--- config.mk ---
export PLATFORM = sky130hd
export DESIGN_NAME = shf_sched_flat
export DESIGN_NICKNAME = d
export VERILOG_FILES = /design/src/rtl/shf_sched_if.sv /design/src/rtl/shf_sched.sv /design/src/flat_wrapper.sv
export SDC_FILE = /design/constraint.sdc
export NUM_CORES = 1
export LEC_CHECK = 0
export BUFFER_PORTS_ARGS = -buffer_cell sky130_fd_sc_hd__buf_2
export CAP_MARGIN = 30
export CORE_AREA = 8 8 204 206
export CTS_CLUSTER_DIAMETER = 30
export DETAILED_ROUTE_END_ITERATION = 6
export DIE_AREA = 0 0 212 214
export GPL_ROUTABILITY_DRIVEN = 0
export RECOVER_POWER = 25
export SKIP_LAST_GASP = 1
export SYNTH_ARGS = -nofsm -noshare
export SYNTH_HDL_FRONTEND = slang
export SYNTH_SLANG_ARGS = --single-unit
--- constraint.sdc ---
create_clock -name clk -period 2.68 [get_ports clk]
set_clock_uncertainty 0.15 [all_clocks]
set_input_delay 0.402 -clock clk [delete_from_list [all_inputs] [get_ports clk]]
set_output_delay 0.402 -clock clk [all_outputs]
set_load 0.01 [all_outputs]
--- src/rtl/shf_sched_if.sv ---
// Request, shifter-drive and writeback bundle for the shared-shifter scheduler.
interface shf_sched_if #(
    parameter int unsigned WIDTH = 64,
    parameter int unsigned TAGW  = 9
);
    localparam int unsigned OPW = 4 + 4 + 1 + 1 + 1 + 6 + WIDTH + WIDTH + TAGW;

    logic [1:0]       req_vld;
    logic [1:0]       req_rdy;
    logic [OPW-1:0]   req0_op;
    logic [OPW-1:0]   req1_op;

    logic [3:0]       shf_bit_en;
    logic [3:0]       shf_sz;
    logic             shf_dir;
    logic             shf_arith;
    logic [WIDTH-1:0] shf_val0;
    logic [5:0]       shf_val1;
    logic [WIDTH-1:0] shf_res;
    logic             shf_coutR;
    logic [3:0]       shf_coutL;

    logic             res_vld;
    logic             res_port;
    logic [TAGW-1:0]  res_tag;
    logic [WIDTH-1:0] res_val;
    logic             res_cf;

    // Scheduler side.
    modport slave (
        input  req_vld, req0_op, req1_op, shf_res, shf_coutR, shf_coutL,
        output req_rdy, shf_bit_en, shf_sz, shf_dir, shf_arith, shf_val0, shf_val1,
        output res_vld, res_port, res_tag, res_val, res_cf
    );

    // Issue ports, shifter and writeback side.
    modport master (
        output req_vld, req0_op, req1_op, shf_res, shf_coutR, shf_coutL,
        input  req_rdy, shf_bit_en, shf_sz, shf_dir, shf_arith, shf_val0, shf_val1,
        input  res_vld, res_port, res_tag, res_val, res_cf
    );
endinterface

--- src/rtl/shf_sched.sv ---
// Round-robin scheduler sharing one 64-bit shifter between two ALU issue ports;
// double-precision shifts run as two ORed passes.
module shf_sched #(
    parameter int unsigned WIDTH = 64,
    parameter int unsigned TAGW  = 9
) (
    input  logic       clk,
    input  logic       rst,
    input  logic       flush,
    shf_sched_if.slave bus
);
    localparam int unsigned CNTW = 6;

    localparam logic [1:0] IDLE = 2'd0;
    localparam logic [1:0] P1   = 2'd1;
    localparam logic [1:0] P2   = 2'd2;

    localparam logic [3:0] SZ_DBL = 4'b1000;

    typedef struct packed {
        logic [3:0]       bit_en;
        logic [3:0]       sz;
        logic             dir;
        logic             arith;
        logic             dbl;
        logic [CNTW-1:0]  cnt;
        logic [WIDTH-1:0] val_lo;
        logic [WIDTH-1:0] val_hi;
        logic [TAGW-1:0]  tag;
    } op_t;

    logic [1:0]       state_q, state_d;
    op_t              op_q, op_d, sel_op;
    logic             port_q, port_d;
    logic             rr_q, rr_d;
    logic             grant_port, accept_ok, hs, two_pass, finish, cf_now;
    logic [1:0]       rdy;
    logic [WIDTH-1:0] acc_q;
    logic             cf_q;
    logic             res_vld_q, res_port_q, res_cf_q;
    logic [TAGW-1:0]  res_tag_q;
    logic [WIDTH-1:0] res_val_q;
    logic             unused_coutl;

    assign unused_coutl = ^bus.shf_coutL[1:0];

    // Arbitration, acceptance and next-state / op-register selection.
    always_comb begin
        state_d    = state_q;
        op_d       = op_q;
        port_d     = port_q;
        rr_d       = rr_q;
        grant_port = (bus.req_vld == 2'b11) ? rr_q : bus.req_vld[1];
        sel_op     = grant_port ? op_t'(bus.req1_op) : op_t'(bus.req0_op);
        accept_ok  = rst & ~flush &
                     ((state_q == IDLE) | ((state_q == P1) & ~op_q.dbl) | (state_q == P2));
        rdy        = accept_ok ? (grant_port ? 2'b10 : 2'b01) : 2'b00;
        hs         = |(bus.req_vld & rdy);
        two_pass   = (state_q == P1) & op_q.dbl & (op_q.cnt != '0);
        finish     = ((state_q == P1) & ~two_pass) | (state_q == P2);
        if (flush) begin
            state_d = IDLE;
            op_d    = '0;
        end else if (hs) begin
            state_d = P1;
            op_d    = sel_op;
            port_d  = grant_port;
            rr_d    = ~grant_port;
        end else if (two_pass) begin
            state_d = P2;
        end else if (finish) begin
            state_d = IDLE;
            op_d    = '0;
        end
    end

    assign bus.req_rdy = rdy;

    // Shifter drive from the op register; second pass shifts val_hi the other way by 64-cnt.
    always_comb begin
        bus.shf_bit_en = '0;
        bus.shf_sz     = '0;
        bus.shf_dir    = 1'b0;
        bus.shf_arith  = 1'b0;
        bus.shf_val0   = '0;
        bus.shf_val1   = '0;
        case (state_q)
            P1: begin
                bus.shf_bit_en = op_q.bit_en;
                bus.shf_sz     = op_q.dbl ? SZ_DBL : op_q.sz;
                bus.shf_dir    = op_q.dir;
                bus.shf_arith  = op_q.arith & ~op_q.dbl;
                bus.shf_val0   = op_q.val_lo;
                bus.shf_val1   = op_q.cnt;
            end
            P2: begin
                bus.shf_bit_en = op_q.bit_en;
                bus.shf_sz     = SZ_DBL;
                bus.shf_dir    = ~op_q.dir;
                bus.shf_val0   = op_q.val_hi;
                bus.shf_val1   = CNTW'(0) - op_q.cnt;
            end
            default: ;
        endcase
        cf_now = bus.shf_dir ? bus.shf_coutR
                             : (bus.shf_sz[3] ? bus.shf_coutL[3] : bus.shf_coutL[2]);
    end

    // State, op register and round-robin pointer.
    always_ff @(posedge clk or negedge rst) begin
        if (!rst) begin
            state_q <= IDLE;
            op_q    <= '0;
            port_q  <= 1'b0;
            rr_q    <= 1'b0;
        end else begin
            state_q <= state_d;
            op_q    <= op_d;
            port_q  <= port_d;
            rr_q    <= rr_d;
        end
    end

    // First-pass accumulator and carry for double shifts.
    always_ff @(posedge clk or negedge rst) begin
        if (!rst) begin
            acc_q <= '0;
            cf_q  <= 1'b0;
        end else if (two_pass & ~flush) begin
            acc_q <= bus.shf_res;
            cf_q  <= cf_now;
        end
    end

    // Writeback register; a flush drops the result finishing at the same edge.
    always_ff @(posedge clk or negedge rst) begin
        if (!rst) begin
            res_vld_q  <= 1'b0;
            res_port_q <= 1'b0;
            res_tag_q  <= '0;
            res_val_q  <= '0;
            res_cf_q   <= 1'b0;
        end else begin
            res_vld_q <= finish & ~flush;
            if (finish & ~flush) begin
                res_port_q <= port_q;
                res_tag_q  <= op_q.tag;
                res_val_q  <= (state_q == P2) ? (acc_q | bus.shf_res) : bus.shf_res;
                res_cf_q   <= (state_q == P2) ? cf_q : (cf_now & ~op_q.dbl);
            end
        end
    end

    assign bus.res_vld  = res_vld_q;
    assign bus.res_port = res_port_q;
    assign bus.res_tag  = res_tag_q;
    assign bus.res_val  = res_val_q;
    assign bus.res_cf   = res_cf_q;
endmodule

--- src/flat_wrapper.sv ---
// flat-port wrapper written by rule: the top's interface ports become plain ports
module shf_sched_flat 
#(
    parameter int unsigned WIDTH = 64,
    parameter int unsigned TAGW  = 9
)
  (clk, rst, flush, bus_req_vld, bus_req0_op, bus_req1_op, bus_shf_res, bus_shf_coutR, bus_shf_coutL, bus_req_rdy, bus_shf_bit_en, bus_shf_sz, bus_shf_dir, bus_shf_arith, bus_shf_val0, bus_shf_val1, bus_res_vld, bus_res_port, bus_res_tag, bus_res_val, bus_res_cf);
  shf_sched_if #(.WIDTH(WIDTH), .TAGW(TAGW)) bus_i ();
  input  logic clk;
  input  logic rst;
  input  logic flush;
  input wire logic [$bits(bus_i.req_vld)-1:0] bus_req_vld;
  input wire logic [$bits(bus_i.req0_op)-1:0] bus_req0_op;
  input wire logic [$bits(bus_i.req1_op)-1:0] bus_req1_op;
  input wire logic [$bits(bus_i.shf_res)-1:0] bus_shf_res;
  input wire logic [$bits(bus_i.shf_coutR)-1:0] bus_shf_coutR;
  input wire logic [$bits(bus_i.shf_coutL)-1:0] bus_shf_coutL;
  output wire logic [$bits(bus_i.req_rdy)-1:0] bus_req_rdy;
  output wire logic [$bits(bus_i.shf_bit_en)-1:0] bus_shf_bit_en;
  output wire logic [$bits(bus_i.shf_sz)-1:0] bus_shf_sz;
  output wire logic [$bits(bus_i.shf_dir)-1:0] bus_shf_dir;
  output wire logic [$bits(bus_i.shf_arith)-1:0] bus_shf_arith;
  output wire logic [$bits(bus_i.shf_val0)-1:0] bus_shf_val0;
  output wire logic [$bits(bus_i.shf_val1)-1:0] bus_shf_val1;
  output wire logic [$bits(bus_i.res_vld)-1:0] bus_res_vld;
  output wire logic [$bits(bus_i.res_port)-1:0] bus_res_port;
  output wire logic [$bits(bus_i.res_tag)-1:0] bus_res_tag;
  output wire logic [$bits(bus_i.res_val)-1:0] bus_res_val;
  output wire logic [$bits(bus_i.res_cf)-1:0] bus_res_cf;
  assign bus_i.req_vld = bus_req_vld;
  assign bus_i.req0_op = bus_req0_op;
  assign bus_i.req1_op = bus_req1_op;
  assign bus_i.shf_res = bus_shf_res;
  assign bus_i.shf_coutR = bus_shf_coutR;
  assign bus_i.shf_coutL = bus_shf_coutL;
  assign bus_req_rdy = bus_i.req_rdy;
  assign bus_shf_bit_en = bus_i.shf_bit_en;
  assign bus_shf_sz = bus_i.shf_sz;
  assign bus_shf_dir = bus_i.shf_dir;
  assign bus_shf_arith = bus_i.shf_arith;
  assign bus_shf_val0 = bus_i.shf_val0;
  assign bus_shf_val1 = bus_i.shf_val1;
  assign bus_res_vld = bus_i.res_vld;
  assign bus_res_port = bus_i.res_port;
  assign bus_res_tag = bus_i.res_tag;
  assign bus_res_val = bus_i.res_val;
  assign bus_res_cf = bus_i.res_cf;
  shf_sched #(.WIDTH(WIDTH), .TAGW(TAGW)) u_core (.clk(clk), .rst(rst), .flush(flush), .bus(bus_i));
endmodule
==> metrics.md, run 1 <==
| Metric | Value |
|---|---|
| LEAKAGE | 11.22 nW |
| P_int | 14.74 mW |
| Setup CP Type | reg -> out |
| Clk pin slew, worst setup/hold paths | 50 ps |
| Post-layout nets | 2405 |
| # rows | 72 |
| Worst hold start | bus_req0_op[9] |
| R2R depth | 7 |
| Synth top area share | 0.5306 |
| Worst-Skew Late Latency | 580 ps |
| Failing checks | max-capacitance violations, max-slew violations, negative setup slack |
| Max_cap viols | 2 |
| Ys Warns | 0 |
| Vias per cell | 5.167 |
| Synth top area cells | dfrtp_1 53%, mux2i_1 11%, o2bb2ai_1 9.5%, a21oi_1 6.9%, mux2_2 6.0% |
| Aggregate negative setup slack | -58.80 ps |
| Hpwl dp | 36050 um |
| Peak VDD IR | 718.5 uV |
| Hold Path Cell Cnt | 3 |
| GRT Util Overall | 0.2379 |
| Layout cells sized above 1 | 0.3948 |
| Critical Path AT | 2190 ps |
| Final Total Pwr | 20.18 mW |
| Die footprint | 0.04537 mm^2 |
| TritonRoute pass-1 iters | 5 |
| Routed vias | 13495 |
| Post-synth EDFFs | 0 |
| Port Buf Inserts | 537 |
| Final Max Slew Viols | 248 |
| Vias in the first global route | 14854 |
| Area grow syn2layout | 65.35% |
| Switching power | 5.436 mW |
| Die Height | 214 um |
| Post-place setup slack | 207.2 ps |
| Largest net degree at the start of global routing | 159 |
| Sw Ratio | 0.2695 |
| Worst setup EP type | output pin |
| Drt first-iter violations | 753 |
| Critical Path RT | 2130 ps |
| Core area | 0.03829 mm^2 |
| Synth area leader | dfrtp_1 |
| Synth Flop Type | dfrtp_1 |
| Avg Cell Area, Syn | 11.77 um^2 |
| Pwr/cell area | 865.2 mW/mm^2 |
| Post-synthesis cell type count | 42 |
| Yosys reg bits | 299 |
| FILL cells | 2941 |
| Root Buffer | clkbuf_16 |
| Min Tclk post-route | 2739 ps |
| Number of H-tree branching levels | 3 |
| Clock power share | 0.519 |
| Status | finished, violations left |
| Dpl cell area | 0.01742 mm^2 |
| Max Root-Sink Buffers | 3 |
| Sequential area share after synthesis | 0.5306 |
| Antenna viol nets, final | 0 |
| Maximum clock rate | 365.1 MHz |
| RSZ-0062 raised after global routing | yes |
| Worst R2R Setup Slack | 170 ps |
| Hold WC Path Type | in -> reg |
| Relative slew margins | -0.1329 |
| Origin of the critical flop-to-flop path | u_core.state_q[0] |
| Global-route wire length before repair | 85880 um |
| Async S/R FF share, synth | 1.000 |
| Hold EP | u_core.op_q[9] |
| Min Hold Slack | 21.72 ps |
| Final setup fails | 1 |
| CP max FO | 3 |
| Initial antenna violation count | 13 |
| CTS Buf Count | 76 |
| Die Width | 212 um |
| Synthesized Nets | 1584 |
| Sinks on Clock Net | 299 |
| Post-route cell area | 0.02332 mm^2 |
| R2r endpoint | u_core.op_q[97] |
| CTS tree | yes |
| Syn Inst Count | 1198 |
| Mapped Area | 0.01410 mm^2 |
| Starting Density | 0.3683 |
| Count leader, synth | dfrtp_1 |
| Worst slew pin tran | 1699 ps |
| Sequential share of power | 0.294 |
| Post-route setup slack | -58.80 ps |
| Tcrit/Tclk final | 1.022 |
| Drt wl/cell | 21.81 um |
| DR DRC count | 0 |
| Combinational Power Share | 0.187 |
| Gr ovfl total | 0 |
| IO Pins | 540 |
| DRT Wirelength | 56970 um |
| Hold Fails Final Rpt | 0 |
| Synth cell count leaders | 299 x dfrtp_1, 194 x a21oi_1, 155 x mux2i_1, 153 x o2bb2ai_1, 75 x mux2_2 |
| Crit start category | flip-flop |
## flip-flops by register name, summed over array words and instances, names as in the netlist
name / cells
u_core.state_q: 2
u_core.bus.res_tag: 9
u_core.op_q: 154
u_core.bus.res_vld: 1
u_core.cf_q: 1
u_core.rr_q: 1
u_core.bus.res_port: 1
u_core.port_q: 1
u_core.bus.res_cf: 1
u_core.bus.res_val: 64
u_core.acc_q: 64
## layer usage
layer,vias up,part of all wire,wire [um],global-route usage
li1,6176,-,-,-
met1,6642,0.40,22750,0.2798
met2,546,0.49,27820,0.3927
met3,129,0.071,4050,0.06972
met4,2,0.041,2345,0.1156
met5,-,0.00025,14,0
## critical path, cell delays in order (launching register included)
cell,delay [ps]
dfrtp_2,410
or3_4,380
or4_1,400
a32oi_1,200
nor2b_1,60
buf_4,160
## cell type report
type	instances	area (um^2)	area share
sequential	299	7483	0.3209
multi-input combinational	777	6181	0.2651
timing repair buffer	855	5972	0.2561
clock buffer	97	2102	0.09014
clock inverter	44	864.6	0.03708
tap	518	648.1	0.02779
inverter	10	37.54	0.001610
antenna	12	30.03	0.001288
## kinds of logic (layout without fill, tap and decap cells)
group / count (synthesis) / in the layout / share of synthesized area
and+or+nand+nor: 107 / 107 / 0.04569
buffers and inverters: 122 / 1006 / 0.03904
adders and majority gates: 4 / 4 / 0.003549
xor gates and xnor gates: 2 / 2 / 0.001242
muxes: 230 / 230 / 0.1699
AOI/OAI and AO/OA: 434 / 434 / 0.2100
DFF: 299 / 299 / 0.5306
other: 0 / 12 / 0
## timing repair
action,CTS,global route
hold buffers,262,0
endpoints found under the hold margin,535,0
cloned,0,3
setup buffers,11,6
resized for setup,13,14
pin swaps,5,5
endpoints found under the setup margin,76,77
## worst max-delay path by stage
stage                            startpoint               end
after floorplan           u_core.state_q[0]   bus_shf_val1[3]
after CTS                  u_core.op_q[139]   bus_shf_val1[5]
final                      u_core.op_q[139]   bus_shf_val1[5]
after detailed placement  u_core.state_q[0]  u_core.op_q[143]
after global placement    u_core.state_q[0]  u_core.op_q[143]
after global routing       u_core.op_q[139]   bus_shf_val1[5]
## power groups by stage
stage	Sequential [mW]	Clock, mW	Combinational (mW)
2_1_floorplan	6.04	0	1.58
3_3_place_gp	5.93	0	3.15
3_5_place_dp	5.94	0	3.22
4_1_cts	5.91	10.6	3.69
5_1_grt	6.02	10.9	4.08
6_report	5.93	10.5	3.78
## stage by stage
stage	util	instances
global route	0.6091	2612
detailed placement	0.4549	2177
finish	0.6091	2612
floorplan	-	1198
global placement	0.4549	2177
CTS	0.6042	2591
## cell usage in the layout (no fill, tap or decap), types with 3 or more instances in the layout
cell	netlist	layout
a22oi_1	67	67
inv_2	1	3
buf_6	8	3
o21ai_0	5	4
buf_2	26	534
ha_4	0	3
a21oi_1	194	194
and2_1	7	6
clkbuf_8	0	10
nand2_1	7	7
diode_2	0	12
o2bb2ai_1	153	153
clkinvlp_4	0	10
buf_4	0	36
nor2_1	8	7
and3_1	4	3
dfrtp_1	299	298
clkinv_16	0	4
buf_12	0	14
mux2_2	75	75
a31oi_1	4	4
inv_1	9	7
clkbuf_16	0	80
bufinv_16	0	20
mux2i_1	155	155
nor2b_1	69	68
clkbuf_1	70	10
dlygate4sd3_1	0	262
clkinv_2	0	7
No activity file was read; power rests on OpenSTA's default activity.
==> inputs of run 2 (changes only) <==
BUFFER_PORTS_ARGS = -buffer_cell sky130_fd_sc_hd__buf_4   (was -buffer_cell sky130_fd_sc_hd__buf_2)
PLACE_DENSITY_LB_ADDON = 0.25   (was default)
==> run 2 against run 1 <==
Net effect: cell count decreased by 2.1%; highest routed layer is now met4; largest power group unchanged; non-clock buffer count is 41 lower; the flow finishes with violations (negative setup slack); combinational power rose by 8.2%; first-iteration DRC count shrank 13%; sequential share of layout area decreased by 0.88 points; via count is 1.6% lower.
==> metrics.md, run 2 (synthesized netlist as in run 1, its figures left out) <==
| Metric | Value |
|---|---|
| Drt first-iter violations | 655 (was 753) |
| Number of H-tree branching levels | 3 (unchanged) |
| Pwr/cell area | 807.5 mW/mm^2 (was 865.2 mW/mm^2) |
| Gr ovfl total | 0 (unchanged) |
| Critical Path AT | 2210 ps (was 2190 ps) |
| Aggregate negative setup slack | -91.96 ps (was -58.80 ps) |
| Critical Path RT | 2130 ps (about the same) |
| Final Max Slew Viols | 0 (was 248) |
| Hold Fails Final Rpt | 0 (unchanged) |
| Biggest register | u_core.op_q (unchanged) |
| Status | finished, violations left (unchanged) |
| LEAKAGE | 11.31 nW (was 11.22 nW) |
| Starting Density | 0.3683 (unchanged) |
| DR DRC count | 0 (unchanged) |
| Largest net degree at the start of global routing | 159 (unchanged) |
| Core area | 0.03829 mm^2 (unchanged) |
| Port Buf Inserts | 537 (unchanged) |
| Clk pin slew, worst setup/hold paths | 40 ps (was 50 ps) |
| Die Width | 212 um (unchanged) |
| CTS Buf Count | 73 (was 76) |
| Post-route setup slack | -80.35 ps (was -58.80 ps) |
| Max Root-Sink Buffers | 3 (unchanged) |
| CP max FO | 4 (was 3) |
| Most common cell after layout, fill and taps aside | buf_4 (was buf_2) |
| Final non-filler cell total | 2556 (was 2612) |
| IO Pins | 540 (unchanged) |
| Vias per cell | 5.193 (was 5.167) |
| Layout cells sized above 1 | 0.4029 (was 0.3948) |
| Post-layout nets | 2361 (was 2405) |
| Global-route wire length before repair | 86270 um (was 85880 um) |
| Peak VDD IR | 650.1 uV (was 718.5 uV) |
| Root Buffer | clkbuf_16 (unchanged) |
| Final setup fails | 2 (was 1) |
| TritonRoute pass-1 iters | 5 (unchanged) |
| CTS tree | yes (unchanged) |
| Hold WC Path Type | in -> reg (unchanged) |
| DRT Wirelength | 56770 um (was 56970 um) |
| Min Tclk post-route | 2760 ps (was 2739 ps) |
| Drt wl/cell | 22.21 um (was 21.81 um) |
| RSZ-0062 raised after global routing | yes (unchanged) |
| # rows | 72 (unchanged) |
| Initial antenna violation count | 4 (was 13) |
| Max reg flops | 154 (unchanged) |
| Sinks on Clock Net | 299 (unchanged) |
| Area grow syn2layout | 69.99% (was 65.35%) |
| GRT Util Overall | 0.2408 (was 0.2379) |
| Hpwl dp | 36860 um (was 36050 um) |
| Most frequent cells in the layout | 565 x buf_4, 298 x dfrtp_1, 220 x dlygate4sd3_1 (was 534 x buf_2, 298 x dfrtp_1, 262 x dlygate4sd3_1) |
| Relative slew margins | 0.02248 (was -0.1329) |
| Worst slew pin tran | 1466 ps (was 1699 ps) |
| Worst setup EP type | output pin (unchanged) |
| Setup CP Type | reg -> out (unchanged) |
| Worst-Skew Late Latency | 560 ps (was 580 ps) |
| Maximum clock rate | 362.3 MHz (was 365.1 MHz) |
| # placed instances | 2178 (was 2177) |
| Failing checks | negative setup slack (was max-capacitance violations, max-slew violations, negative setup slack) |
| Crit start category | flip-flop (unchanged) |
| Vias in the first global route | 14684 (was 14854) |
| Die footprint | 0.04537 mm^2 (unchanged) |
| Max_cap viols | 0 (was 2) |
| Die Height | 214 um (unchanged) |
| Antenna viol nets, final | 0 (unchanged) |
| Routed vias | 13274 (was 13495) |
| Final Core Density | 0.6261 (was 0.6091) |
| Tcrit/Tclk final | 1.030 (was 1.022) |
run 2: cell types whose count changed in the layout (fill, tap and decap cells not counted), sizes merged, moves of 3 or more:
| cell | delta |
|---|---|
| buf | +3 |
| bufinv | -8 |
| clkbuf | -3 |
| diode | -7 |
| dlygate4sd3 | -42 |
run 2: report_power, final:
part           internal [mW]  switching [mW]  leakage (nW)
sequential              5.40           0.546          3.87
clock                   6.54            2.77          1.25
combinational           2.17            1.92          6.18
total                   14.1            5.24          11.3
run 2: final timing paths:
path                                         from           endpoint  slack (ps)  cells after the start
worst max-delay path             u_core.op_q[137]    bus_shf_val1[5]         -80                      5
worst min-delay path              bus_req0_op[10]    u_core.op_q[10]          20                      3
worst max register to register  u_core.state_q[0]   u_core.op_q[139]         120                      8
worst min register to register   u_core.op_q[152]   u_core.op_q[152]         330                      1
max in group asynchronous                     rst    u_core.op_q[69]         390                      3
min in group asynchronous                     rst  u_core.state_q[1]         830                      3
run 2: worst max-delay path, stage by stage (launching register included):
cell and delay, ps:
dfrtp_1 420, or3_4 390, or4_4 420, a32oi_2 190
nor2b_1 60, buf_4 160
run 2: layer usage:
metal | vias up | wire [um] | global-route usage
met5 | - | 0 | 0
met4 | 0 | 1961 | 0.1038
met3 | 115 | 4225 | 0.06475
met2 | 516 | 28430 | 0.4130
met1 | 6558 | 22160 | 0.2786
li1 | 6085 | - | -
run 2: cell type report:
| type | instances | area, um^2 |
|---|---|---|
| Fill cell | 2903 | 14310 |
| Timing Repair Buffer | 814 | 6962 |
| Inverter | 10 | 37.54 |
| Multi-Input combinational cell | 777 | 6201 |
| Tap cell | 518 | 648.1 |
| Antenna cell | 5 | 12.51 |
| Sequential cell | 299 | 7483 |
| Clock inverter | 37 | 575.6 |
| Clock buffer | 96 | 2053 |
run 2: per-stage QoR:
step	total power, mW	setup WS [ps]	hold WS (ps)	instance area, um^2
floorplan	7.616	497.3	-43.59	14100
global placement	9.498	287.3	306.1	18820
detailed placement	9.589	227.6	315.9	18820
CTS	19.45	-140.2	0.3341	23850
global route	20.14	-153.0	18.25	23970
finish	19.36	-80.35	23.75	23970
run 2: repair_timing:
item / 4_1_cts / 5_1_grt
pin swaps: 4 / 1
resized for setup: 16 / 17
hold endpoints to repair: 513 / 0
buffers inserted: 9 / 8
endpoints found under the setup margin: 56 / 56
hold buffers: 220 / 0
cloned: 2 / 1
